==> src/rtl/vs_pkg.sv <==
// Shared types and default geometry for the video mask/centroid path.
package vs_pkg;

  localparam int unsigned H_ACTIVE_DFLT   = 1280;
  localparam int unsigned V_ACTIVE_DFLT   = 720;
  localparam int unsigned RD_LATENCY_DFLT = 2;
  localparam int unsigned ADDR_W_DFLT     = 20;
  localparam int unsigned X_W             = 11;
  localparam int unsigned Y_W             = 10;

  typedef struct packed {
    logic [X_W-1:0] x;
    logic [Y_W-1:0] y;
  } point_t;

  localparam int unsigned POINT_W = $bits(point_t);

  typedef enum logic [1:0] {
    S_IDLE  = 2'd0,
    S_SCAN  = 2'd1,
    S_DRAIN = 2'd2,
    S_TAB   = 2'd3
  } streamer_state_t;

endpackage

==> src/rtl/tag_delay_pipe.sv <==
// Valid-tagged shift register; delays a payload to line up with a fixed-latency memory read.
module tag_delay_pipe #(
  parameter int unsigned DEPTH = 2,
  parameter int unsigned WIDTH = 21
) (
  input  logic             clk_in,
  input  logic             rst_in,
  input  logic             i_valid,
  input  logic [WIDTH-1:0] i_data,
  output logic             o_valid,
  output logic [WIDTH-1:0] o_data,
  output logic             o_any_valid
);

  logic [DEPTH-1:0] r_valid;
  logic [WIDTH-1:0] r_data [DEPTH];

  always_ff @(posedge clk_in or posedge rst_in) begin
    if (rst_in) begin
      r_valid <= '0;
      for (int i = 0; i < int'(DEPTH); i++) begin
        r_data[i] <= '0;
      end
    end else begin
      r_valid[0] <= i_valid;
      r_data[0]  <= i_data;
      for (int i = 1; i < int'(DEPTH); i++) begin
        r_valid[i] <= r_valid[i-1];
        r_data[i]  <= r_data[i-1];
      end
    end
  end

  assign o_valid     = r_valid[DEPTH-1];
  assign o_data      = r_data[DEPTH-1];
  // Used to detect that every issued read has come back.
  assign o_any_valid = |r_valid;

endmodule

==> src/rtl/mask_point_streamer.sv <==
// Scans a 1bpp mask frame in raster order and streams the coordinates of set pixels,
// followed by a single end-of-frame tabulate pulse.
module mask_point_streamer
  import vs_pkg::*;
#(
  parameter int unsigned H_ACTIVE   = H_ACTIVE_DFLT,
  parameter int unsigned V_ACTIVE   = V_ACTIVE_DFLT,
  parameter int unsigned RD_LATENCY = RD_LATENCY_DFLT,
  parameter int unsigned ADDR_W     = ADDR_W_DFLT
) (
  input  logic              clk_in,
  input  logic              rst_in,
  input  logic              start_in,
  output logic [ADDR_W-1:0] mem_addr_out,
  input  logic              mem_data_in,
  output logic [X_W-1:0]    x_out,
  output logic [Y_W-1:0]    y_out,
  output logic              valid_out,
  output logic              tabulate_out,
  output logic              busy_out,
  output logic [ADDR_W-1:0] point_count_out
);

  streamer_state_t   r_state;
  streamer_state_t   w_state_nxt;
  logic [X_W-1:0]    r_x;
  logic [X_W-1:0]    w_x_nxt;
  logic [Y_W-1:0]    r_y;
  logic [Y_W-1:0]    w_y_nxt;
  logic [ADDR_W-1:0] r_addr;
  logic [ADDR_W-1:0] w_addr_nxt;
  logic              r_busy;
  logic              w_busy_nxt;
  logic              r_tab;
  logic              w_tab_nxt;
  logic              w_count_clr;
  logic              r_valid;
  logic [X_W-1:0]    r_x_out;
  logic [Y_W-1:0]    r_y_out;
  logic [ADDR_W-1:0] r_count;

  logic              w_last_px;
  logic              w_x_wrap;
  point_t            w_tag_in;
  point_t            w_tag_out;
  logic              w_tag_valid;
  logic              w_pipe_busy;
  logic              w_beat;

  assign w_x_wrap  = (r_x == X_W'(H_ACTIVE - 1));
  assign w_last_px = w_x_wrap && (r_y == Y_W'(V_ACTIVE - 1));
  assign w_tag_in  = {r_x, r_y};
  assign w_beat    = w_tag_valid & mem_data_in;

  // Tags travel alongside each read so returning bits know their coordinates.
  tag_delay_pipe #(
    .DEPTH (RD_LATENCY),
    .WIDTH (POINT_W)
  ) u_tag_pipe (
    .clk_in      (clk_in),
    .rst_in      (rst_in),
    .i_valid     (r_state == S_SCAN),
    .i_data      (w_tag_in),
    .o_valid     (w_tag_valid),
    .o_data      (w_tag_out),
    .o_any_valid (w_pipe_busy)
  );

  always_comb begin
    w_state_nxt = r_state;
    w_x_nxt     = r_x;
    w_y_nxt     = r_y;
    w_addr_nxt  = r_addr;
    w_busy_nxt  = r_busy;
    w_tab_nxt   = 1'b0;
    w_count_clr = 1'b0;
    case (r_state)
      S_IDLE: begin
        // busy stays up for one IDLE cycle after TAB, so start is refused there.
        w_busy_nxt = 1'b0;
        if (start_in && !r_busy) begin
          w_state_nxt = S_SCAN;
          w_x_nxt     = '0;
          w_y_nxt     = '0;
          w_addr_nxt  = '0;
          w_busy_nxt  = 1'b1;
          w_count_clr = 1'b1;
        end
      end
      S_SCAN: begin
        if (w_last_px) begin
          w_state_nxt = S_DRAIN;
        end else begin
          w_addr_nxt = r_addr + ADDR_W'(1);
          if (w_x_wrap) begin
            w_x_nxt = '0;
            w_y_nxt = r_y + Y_W'(1);
          end else begin
            w_x_nxt = r_x + X_W'(1);
          end
        end
      end
      S_DRAIN: begin
        if (!w_pipe_busy) begin
          w_state_nxt = S_TAB;
          w_tab_nxt   = 1'b1;
        end
      end
      S_TAB: begin
        w_state_nxt = S_IDLE;
      end
      default: begin
        w_state_nxt = S_IDLE;
      end
    endcase
  end

  always_ff @(posedge clk_in or posedge rst_in) begin
    if (rst_in) begin
      r_state <= S_IDLE;
      r_x     <= '0;
      r_y     <= '0;
      r_addr  <= '0;
      r_busy  <= 1'b0;
      r_tab   <= 1'b0;
      r_valid <= 1'b0;
      r_x_out <= '0;
      r_y_out <= '0;
      r_count <= '0;
    end else begin
      r_state <= w_state_nxt;
      r_x     <= w_x_nxt;
      r_y     <= w_y_nxt;
      r_addr  <= w_addr_nxt;
      r_busy  <= w_busy_nxt;
      r_tab   <= w_tab_nxt;
      r_valid <= w_beat;
      if (w_beat) begin
        r_x_out <= w_tag_out.x;
        r_y_out <= w_tag_out.y;
      end
      if (w_count_clr) begin
        r_count <= '0;
      end else if (w_beat && (r_count != '1)) begin
        r_count <= r_count + ADDR_W'(1);
      end
    end
  end

  assign mem_addr_out    = r_addr;
  assign x_out           = r_x_out;
  assign y_out           = r_y_out;
  assign valid_out       = r_valid;
  assign tabulate_out    = r_tab;
  assign busy_out        = r_busy;
  assign point_count_out = r_count;

endmodule

==> config.mk <==
export PLATFORM = sky130hd
export DESIGN_NAME = mask_point_streamer
export DESIGN_NICKNAME = d
export VERILOG_FILES = /design/src/rtl/vs_pkg.sv /design/src/rtl/tag_delay_pipe.sv /design/src/rtl/mask_point_streamer.sv
export SDC_FILE = /design/constraint.sdc
export NUM_CORES = 1
export LEC_CHECK = 0
export ABC_AREA = 0
export ABC_CLOCK_PERIOD_IN_PS = 4250
export BUFFER_PORTS_ARGS = -buffer_cell sky130_fd_sc_hd__buf_2
export CAP_MARGIN = 40
export CORE_ASPECT_RATIO = 0.8
export CORE_UTILIZATION = 50
export DETAILED_ROUTE_END_ITERATION = 7
export PLACE_DENSITY = 0.73
export SYNTH_ARGS = -nofsm -noshare
export SYNTH_HDL_FRONTEND = slang
export SYNTH_SLANG_ARGS = --single-unit
==> constraint.sdc <==
create_clock -name clk_in -period 4.25 [get_ports clk_in]
set_input_delay 0.2125 -clock clk_in [delete_from_list [all_inputs] [get_ports clk_in]]
set_output_delay 0.2125 -clock clk_in [all_outputs]
set_load 0.02 [all_outputs]
==> flow_summary.toml, run 1 <==
[outcome]
status = "completed"

[timing]
tightest_slew_ns = 0.820
finalCritPeriodShare = 0.676
grt_setup_unrepaired = "false"
finalSetupTns_ns = 0
slew_headroom = 0.448
hold_viol = 0
skew_ns = 0.00718
hold_ws_ns = 0.258
period_minus_slack_ns = 2.87
fmax_mhz = 348
slew_violations = 0
fin_ws_ns = 1.38
finalSetupViolCount = 0

[placed_design]
post_dp_cell_area_um2 = 6030
pre_cts_ws_ns = 1.45
dp_hpwl_um = 7520
portBuffers = 67
place_inst = 692
routabilityCongestion = 0.887

[worst_setup_path]
cp_slowest_stage_delay_ns = 0.73
worstPathMaxFanout = 22
critPathLaunchType = "register"
crit_path_start = "r_state[0]"
timing.rr.start = "r_state[0]"
setup.worst_path.class = "register to register"
crit_family = "compound AO/OA/AOI/OAI gates"
crit_slowest_cell = "and3b_1"
critPathRequiredTime_ns = 4.54
cp_common_cell = "a21oi_1"
cp.arrival_ns = 3.16
crit_chain = "inv_1 -> ha_1 -> and3b_1 -> a21oi_1 -> a21oi_1 -> buf_4 -> nand2_1 -> o41ai_1"
cp-end-kind = "register"
crit_buf_inv = 2

[drt]
drt_iter0_drc = 242
drc_errors = 0
avgViaCountPerCell = 5.75
wl_per_cell_um = 15.8
via_count = 4172
routed_wl_um = 11500
detail-route-antenna-nets = 0
drt-pass1-iter-count = 4

[run]
maxCapViolations = 0

[layout]
num_antenna_cells = 0
nFillCells = 861
drive_above_1_share = 0.235
final_cells = 726
fin_area_um2 = 6690
nets = 580
fin_util = 0.617
area_delta_synth_final_pct = 20.6

[global_route]
antenna_found_initial = 0
grt_pass1_wl_um = 19000
grt_pass1_vias = 3959
gr-usage-all-layers = 0.213
grt_max_degree = 70
grt_overflow = 0

[synth]
synth_edf_count = 0
yosys.area.top_type_share = 0.591
seq_area_frac_synth = 0.591
syn_inst = 495
ys_types = 60
avgSynthCellArea_um2 = 11.2
synth_top_cells_by_area = "dfrtp_1 (59%), mux2_2 (4.5%), nand2_1 (3.9%)"
synth_ff_type = "dfrtp_1"
yosys.area.top_type = "dfrtp_1"
synth_seq_cells = 131
yosysWarnings = 0
synth_nets = 506
syn_area_um2 = 5550
async_flop_share = 1.00

[cts]
cts.sinks = 131
cts-root-buf = "clkbuf_16"
ctsResizeCount = 0
clk_pin_slew_ns = 0.06
clock_path_buffers = 2
clkLatencyLatePin_ns = 0.41
cts_setup_buffers = 0
cts_made_buffers = 17
cts_max_level = 4
cts_tree = "yes"

[power_and_ir_drop]
power_density_nw_per_um2 = 586
peakVddDrop_mv = 0.380
leakage_nw = 3.24
power_mw = 3.92

[hold_path]
min-delay-start = "mem_data_in"
worstHoldPathType = "input pin to register"

[floorplanning]
die_h_um = 96.2
dieWidth_um = 120
coreArea_um2 = 10800
die-area_um2 = 11500
io_pins = 68
start_util = 0.511
rows = 34
-- state kept, by name (all words and copies together) (netlist names), 2 cells and up --
name                flops
u_tag_pipe.r_valid      2
y_out                  10
r_y                    10
x_out                  11
r_state                 2
u_tag_pipe.r_data      21
point_count_out        20
u_tag_pipe.o_data      21
mem_addr_out           20
r_x                    11
-- where the power goes --
group | internal [mW] | switching (mW) | leakage, nW
clock | 0.969 | 0.523 | 0.298
combinational | 0.308 | 0.580 | 1.14
sequential | 1.42 | 0.116 | 1.80
-- worst paths after layout --
check | end | slack (ns) | cells past startpoint
hold / removal | point_count_out[0] | 0.26 | 5
min in group asynchronous | x_out[10] | 0.51 | 3
setup reg to reg | r_y[6] | 1.38 | 8
hold reg to reg | u_tag_pipe.o_data[3] | 0.35 | 0
setup / recovery | r_y[6] | 1.38 | 8
max in group asynchronous | r_state[0] | 2.83 | 4
-- layer usage --
metal / track usage / up-vias / share of wire
li1: - / 1963 / -
met1: 0.287 / 2059 / 0.47
met2: 0.335 / 136 / 0.46
met3: 0.0539 / 14 / 0.056
met4: 0.0792 / 0 / 0.011
met5: 0 / - / 0
-- cell type report --
type                       instances  area, um2  area share
clock buffer                      20        467      0.0698
clock inverter                    12        154      0.0230
inverter                          11       43.8     0.00655
multi-input combinational        333       2130       0.318
sequential                       131       3280       0.490
tap                              144        180      0.0269
timing repair buffer              75        438      0.0655
-- cells in the mapped netlist, types with 4 or more instances --
cell type	instances
a21oi_1	12
buf_1	4
o31ai_1	9
buf_2	6
o41ai_1	4
nand2_1	57
and3_1	5
clkbuf_1	6
nor2_1	40
xnor2_1	11
nor4_1	9
xor2_1	4
nand3_1	23
inv_1	10
a22o_1	5
and2_1	4
a31oi_1	14
mux2_2	22
a21o_1	4
nand4_1	13
o21ai_0	29
dfrtp_1	131
o211ai_1	6
ha_1	7
and4_1	5
nor3_1	9
-- kinds of logic (layout without fill, tap and decap cells) --
family,after synthesis,count (layout),share of synthesized area
XOR/XNOR,15,15,0.0237
multiplexers,23,23,0.0465
AND/OR/NAND/NOR,185,185,0.170
buffers and inverters,31,118,0.0253
AO/OA/AOI/OAI,103,103,0.128
flip-flops,131,131,0.591
adder cells (fa/ha/maj),7,7,0.0158
-- worst reg2reg max path: stages, from the launching register on --
cell	delay, ns
dfrtp_1	0.39
inv_1	0.10
ha_1	0.25
and3b_1	0.73
a21oi_1	0.19
a21oi_1	0.40
buf_4	0.28
nand2_1	0.10
o41ai_1	0.34
-- repair_timing --
action                     4_1_cts  5_1_grt
hold endpoints to repair        67        0
hold buffers                     1        0
setup endpoints to repair        0        0
-- cell usage in the layout, fill, tap and decap left out, drive strengths merged, types with 4 or more instances in the layout --
cell type and n:
a31oi 16, a21o 4, mux2 22, nand3 23
nand2 57, ha 7, o21ai 29, o31ai 9
a21oi 12, nor3 10, xor2 4, nor2 40
a22o 5, and3 5, and2 4, nand4 13
buf 74, clkbuf 20, o211ai 6, o41ai 4
and4 5, nor4 10, inv 11, dfrtp 131
clkinv 6, xnor2 11
Power figures use the tool's default switching activity.
==> run 2: changes to the inputs <==
ABC_CLOCK_PERIOD_IN_PS = 2750   (was 4250)
clock period = 2.75 ns   (was 4.25 ns; I/O delays follow)
==> flow_summary.toml, run 2 (same netlist as run 1, synthesis figures left out) <==
[floorplanning]
coreArea_um2 = 10800
start_util = 0.511
io_pins = 68
rows = 34
die-area_um2 = 11500
dieWidth_um = 120
die_h_um = 96.2

[worst_setup_path]
r2r_cells = 6
worstPathMaxFanout = 10
critPathRequiredTime_ns = 3.05
crit_path_start = "r_x[0]"
worstSetupEndpoint = "mem_addr_out[9]"
setup.worst_path.class = "register to register"
worstReg2RegEnd = "mem_addr_out[9]"
r2r_setup_slack_ns = 0.39
timing.rr.start = "r_x[0]"
cp-end-kind = "register"
cp.arrival_ns = 2.66
critPathLaunchType = "register"

[layout]
final_cell_mix = "dfrtp_1 (131), buf_2 (67), nand2_1 (57), nor2_1 (40), o21ai_0 (29)"
area_delta_synth_final_pct = 21.6
nets = 588
num_antenna_cells = 0
drive_above_1_share = 0.244
layout_commonest_cell = "dfrtp_1"
final_cells = 734

[timing]
finalSetupTns_ns = 0
slew_headroom = 0.438
fmax_mhz = 424
slew_violations = 0
tightest_slew_ns = 0.836
hold_ws_ns = 0.195
finalSetupViolCount = 0
period_minus_slack_ns = 2.36
hold_viol = 0
skew_ns = 0.00920
fin_ws_ns = 0.392
grt_setup_unrepaired = "false"
finalCritPeriodShare = 0.857

[drt]
drt_iter0_drc = 357
wl_per_cell_um = 16.1
avgViaCountPerCell = 5.83
via_count = 4276
detail-route-antenna-nets = 0
drt-pass1-iter-count = 5
drc_errors = 0
routed_wl_um = 11800

[cts]
cts_made_buffers = 17
ctsResizeCount = 0
clock_path_buffers = 2
clk_pin_slew_ns = 0.05
cts_max_level = 4
cts_setup_buffers = 0
cts-root-buf = "clkbuf_16"
clkLatencyLatePin_ns = 0.41
cts_tree = "yes"
cts.sinks = 131
ctsHoldBuffers = 1

[global_route]
grt_max_degree = 64
antenna_found_initial = 0
grt_pass1_vias = 4030
grt_pass1_wl_um = 19900
grt_overflow = 0
gr-usage-all-layers = 0.224

[run]
maxCapViolations = 0

[hold_path]
worstHoldPathType = "input pin to register"

[power_and_ir_drop]
power_mw = 6.18
peakVddDrop_mv = 0.549
power_density_nw_per_um2 = 915
leakage_nw = 3.27

[outcome]
status = "completed"

[placed_design]
pre_cts_ws_ns = 0.363
dp_hpwl_um = 8010
place_inst = 701
routabilityCongestion = 0.873
portBuffers = 67
[run 2: changes by cell type in the layout (fill, tap and decap cells not counted)]
cell        delta
buf_12         +1
buf_16         -2
buf_4          +9
bufinv_16      +1
clkbuf_1       +1
clkinv_2       -2
clkinv_4       -1
clkinvlp_4     +1
inv_4          -1
inv_6          +1
[run 2: how the worst min path moves through the flow]
stage                           from                   end  slack [ns]  cells after the start
2_1_floorplan  u_tag_pipe.r_data[21]  u_tag_pipe.o_data[0]        0.33                      0
3_3_place_gp                  rst_in       mem_addr_out[1]        0.28                      2
3_5_place_dp                  rst_in       mem_addr_out[1]        0.29                      2
4_1_cts                  mem_data_in    point_count_out[0]        0.17                      5
5_1_grt                  mem_data_in    point_count_out[0]        0.25                      5
6_report                 mem_data_in    point_count_out[0]        0.20                      5
[run 2: power by group]
| part | leakage, nW | internal (mW) | switching [mW] |
|---|---|---|---|
| Combinational | 1.16 | 0.485 | 0.901 |
| Clock | 0.306 | 1.59 | 0.816 |
| Sequential | 1.80 | 2.20 | 0.180 |
[run 2: layout make-up]
class                           instances  area [um2]
Clock inverter                         11         174
Sequential cell                       131        3280
Timing Repair Buffer                   83         470
Tap cell                              144         180
Clock buffer                           21         470
Inverter                               11        45.0
Fill cell                             864        4100
Multi-Input combinational cell        333        2130
[run 2: stage by stage]
stage / cell area (um2) / utilization
after floorplan: 5550 / -
after global placement: 6090 / 0.562
after detailed placement: 6090 / 0.562
after CTS: 6750 / 0.622
after global routing: 6750 / 0.622
final: 6750 / 0.622
[run 2: critical path, cell delays in order (launching register included)]
cell	delay [ns]
dfrtp_1	0.42
ha_1	0.25
nand4_1	0.24
nor2_1	0.14
a21oi_1	0.40
nand2_1	0.38
o41ai_1	0.43
[run 2: metal layers]
| metal | vias to the layer above | global-route usage | wire, um |
|---|---|---|---|
| met3 | 12 | 0.0675 | 727 |
| met4 | 0 | 0.0875 | 126 |
| li1 | 1985 | - | - |
| met5 | - | 0 | 0 |
| met1 | 2116 | 0.312 | 5580 |
| met2 | 163 | 0.332 | 5410 |
==> run 3: changes to the inputs <==
ABC_AREA = 1   (was 0)
CORE_ASPECT_RATIO = unset   (was 0.8)
==> flow_summary.toml, run 3 <==
[drt]
avgViaCountPerCell = 5.21
drt-pass1-iter-count = 8
via_count = 4912
detail-route-antenna-nets = 0
routed_wl_um = 12500
drt_iter0_drc = 383
wl_per_cell_um = 13.3
drc_errors = 12

[placed_design]
place_inst = 910
portBuffers = 67
dp_hpwl_um = 8410
routabilityCongestion = 0.907

[worst_setup_path]
critPathRequiredTime_ns = 3.05
crit_family = "simple AND/OR/NAND/NOR gates"
crit_path_start = "r_x[0]"
crit_buf_inv = 1
critPathLaunchType = "register"
cp-end-kind = "register"
setup.worst_path.class = "register to register"
worstPathMaxFanout = 43
cp.arrival_ns = 2.58
crit_slowest_cell = "nand2_4"
cp_slowest_stage_delay_ns = 0.45
crit_chain = "ha_1 -> nand2_1 -> nor2_2 -> nand2_2 -> nor2_2 -> nand3_2 -> nand2_4 -> inv_2 -> nand2_1 -> o21ai_1"
timing.rr.start = "r_x[0]"

[layout]
nets = 798
area_delta_synth_final_pct = 18.7
final_cells = 943
regArea_um2 = 3280
final_cell_mix = "nand2_1 (244), dfrtp_1 (131), nor2_1 (72), buf_2 (67), nand3_1 (59)"
layout_commonest_cell = "nand2_1"
nFillCells = 930
multi_input_area_um2 = 2370
drive_above_1_share = 0.175
num_antenna_cells = 0
fin_util = 0.616

[synth]
synth_seq_cells = 131
syn_inst = 712
synth_top_cells_by_area = "dfrtp_1 (55%), nand2_1 (15%), nand3_1 (4.9%)"
synth_edf_count = 0
yosysMostFrequentCell = "nand2_1"
ys_types = 34
synth.top_cells.by_count = "nand2_1 (244), dfrtp_1 (131), nor2_1 (72)"
synth_nets = 723
syn_area_um2 = 5980
seq_area_frac_synth = 0.548
avgSynthCellArea_um2 = 8.39
synth_ff_type = "dfrtp_1"
yosys.area.top_type = "dfrtp_1"
async_flop_share = 1.00
yosys.area.top_type_share = 0.548
yosysWarnings = 0

[floorplanning]
dieWidth_um = 111
die_h_um = 111
start_util = 0.519
die-area_um2 = 12400
coreArea_um2 = 11500
rows = 39
io_pins = 68

[run]
maxCapViolations = 0

[timing]
finalSetupViolCount = 0
grt_setup_unrepaired = "false"
slew_headroom = 0.494
slew_violations = 0
period_minus_slack_ns = 2.28
hold_viol = 0
fmax_mhz = 438
skew_ns = 0.00924
tightest_slew_ns = 0.756
finalSetupTns_ns = 0
finalCritPeriodShare = 0.830

[power_and_ir_drop]
leakage_nw = 3.65
power_density_nw_per_um2 = 843
power_mw = 5.98
peakVddDrop_mv = 0.416

[global_route]
grt_overflow = 0
grt_max_degree = 58
grt_pass1_wl_um = 21700
antenna_found_initial = 0
grt_pass1_vias = 4661
gr-usage-all-layers = 0.220

[hold_path]
min-delay-start = "mem_data_in"
worstHoldPathType = "input pin to register"

[cts]
cts.sinks = 131
cts_made_buffers = 17
clock_path_buffers = 2
clk_pin_slew_ns = 0.06
ctsResizeCount = 0
cts_max_level = 4
clkLatencyLatePin_ns = 0.41
cts_tree = "yes"
cts-root-buf = "clkbuf_16"

[outcome]
failed_checks = "design-rule violations"
status = "complete, but fails checks"
## run 3: final cells by class
type | count | share of cell area
clock inverter | 13 | 0.0256
sequential | 131 | 0.462
tap | 143 | 0.0252
inverter | 57 | 0.0307
multi-input combinational | 506 | 0.334
clock buffer | 19 | 0.0639
timing repair buffer | 74 | 0.0586
## run 3: logic make-up (layout without fill, tap and decap cells)
kind of cell,Yosys count,after routing,share of synthesized area
flops,131,131,0.548
mux,1,1,0.00167
xor+xnor,12,12,0.0176
compound gates,59,59,0.0542
simple gates,427,427,0.308
fa+ha+maj,7,7,0.0147
buf+inv,75,163,0.0553
## run 3: power breakdown
| part | internal, mW | total, mW | switching, mW |
|---|---|---|---|
| registers | 2.13 | 2.28 | 0.156 |
| clock network | 1.56 | 2.39 | 0.831 |
| logic | 0.330 | 1.31 | 0.977 |
## run 3: metal layers
layer	global-route usage	up-vias	routed length [um]
met1	0.282	2332	5430
met4	0.100	0	231
li1	-	2428	-
met3	0.0474	23	582
met2	0.360	129	6300
met5	0	-	0
## run 3: worst reg2reg max path: cells and delay by family (launching register included)
kind	cells	cell delay, ns
compound gates	1	0.06
flops	1	0.42
simple gates	7	1.31
fa+ha+maj	1	0.21
buf+inv	1	0.17
## run 3: final timing paths
check,slack [ns],cells past startpoint,end
setup / recovery,0.47,10,r_x[3]
hold / removal,0.26,3,valid_out
setup reg to reg,0.47,10,r_x[3]
hold reg to reg,0.34,0,u_tag_pipe.o_data[18]
max in group asynchronous,1.74,4,y_out[7]
min in group asynchronous,0.35,3,x_out[6]
## run 3: metrics by stage
stage	setup WS (ns)	area [um2]	hold WS (ns)
6_report	0.468	7090	0.257
5_1_grt	0.226	7090	0.311
3_3_place_gp	0.640	6450	0.233
3_5_place_dp	0.514	6450	0.236
2_1_floorplan	0.989	5980	0.331
4_1_cts	0.477	7090	0.248
## run 3: timing repair
action,in CTS,in global routing
buffers inserted,0,0
hold buffers,1,0
hold endpoints to repair,23,0
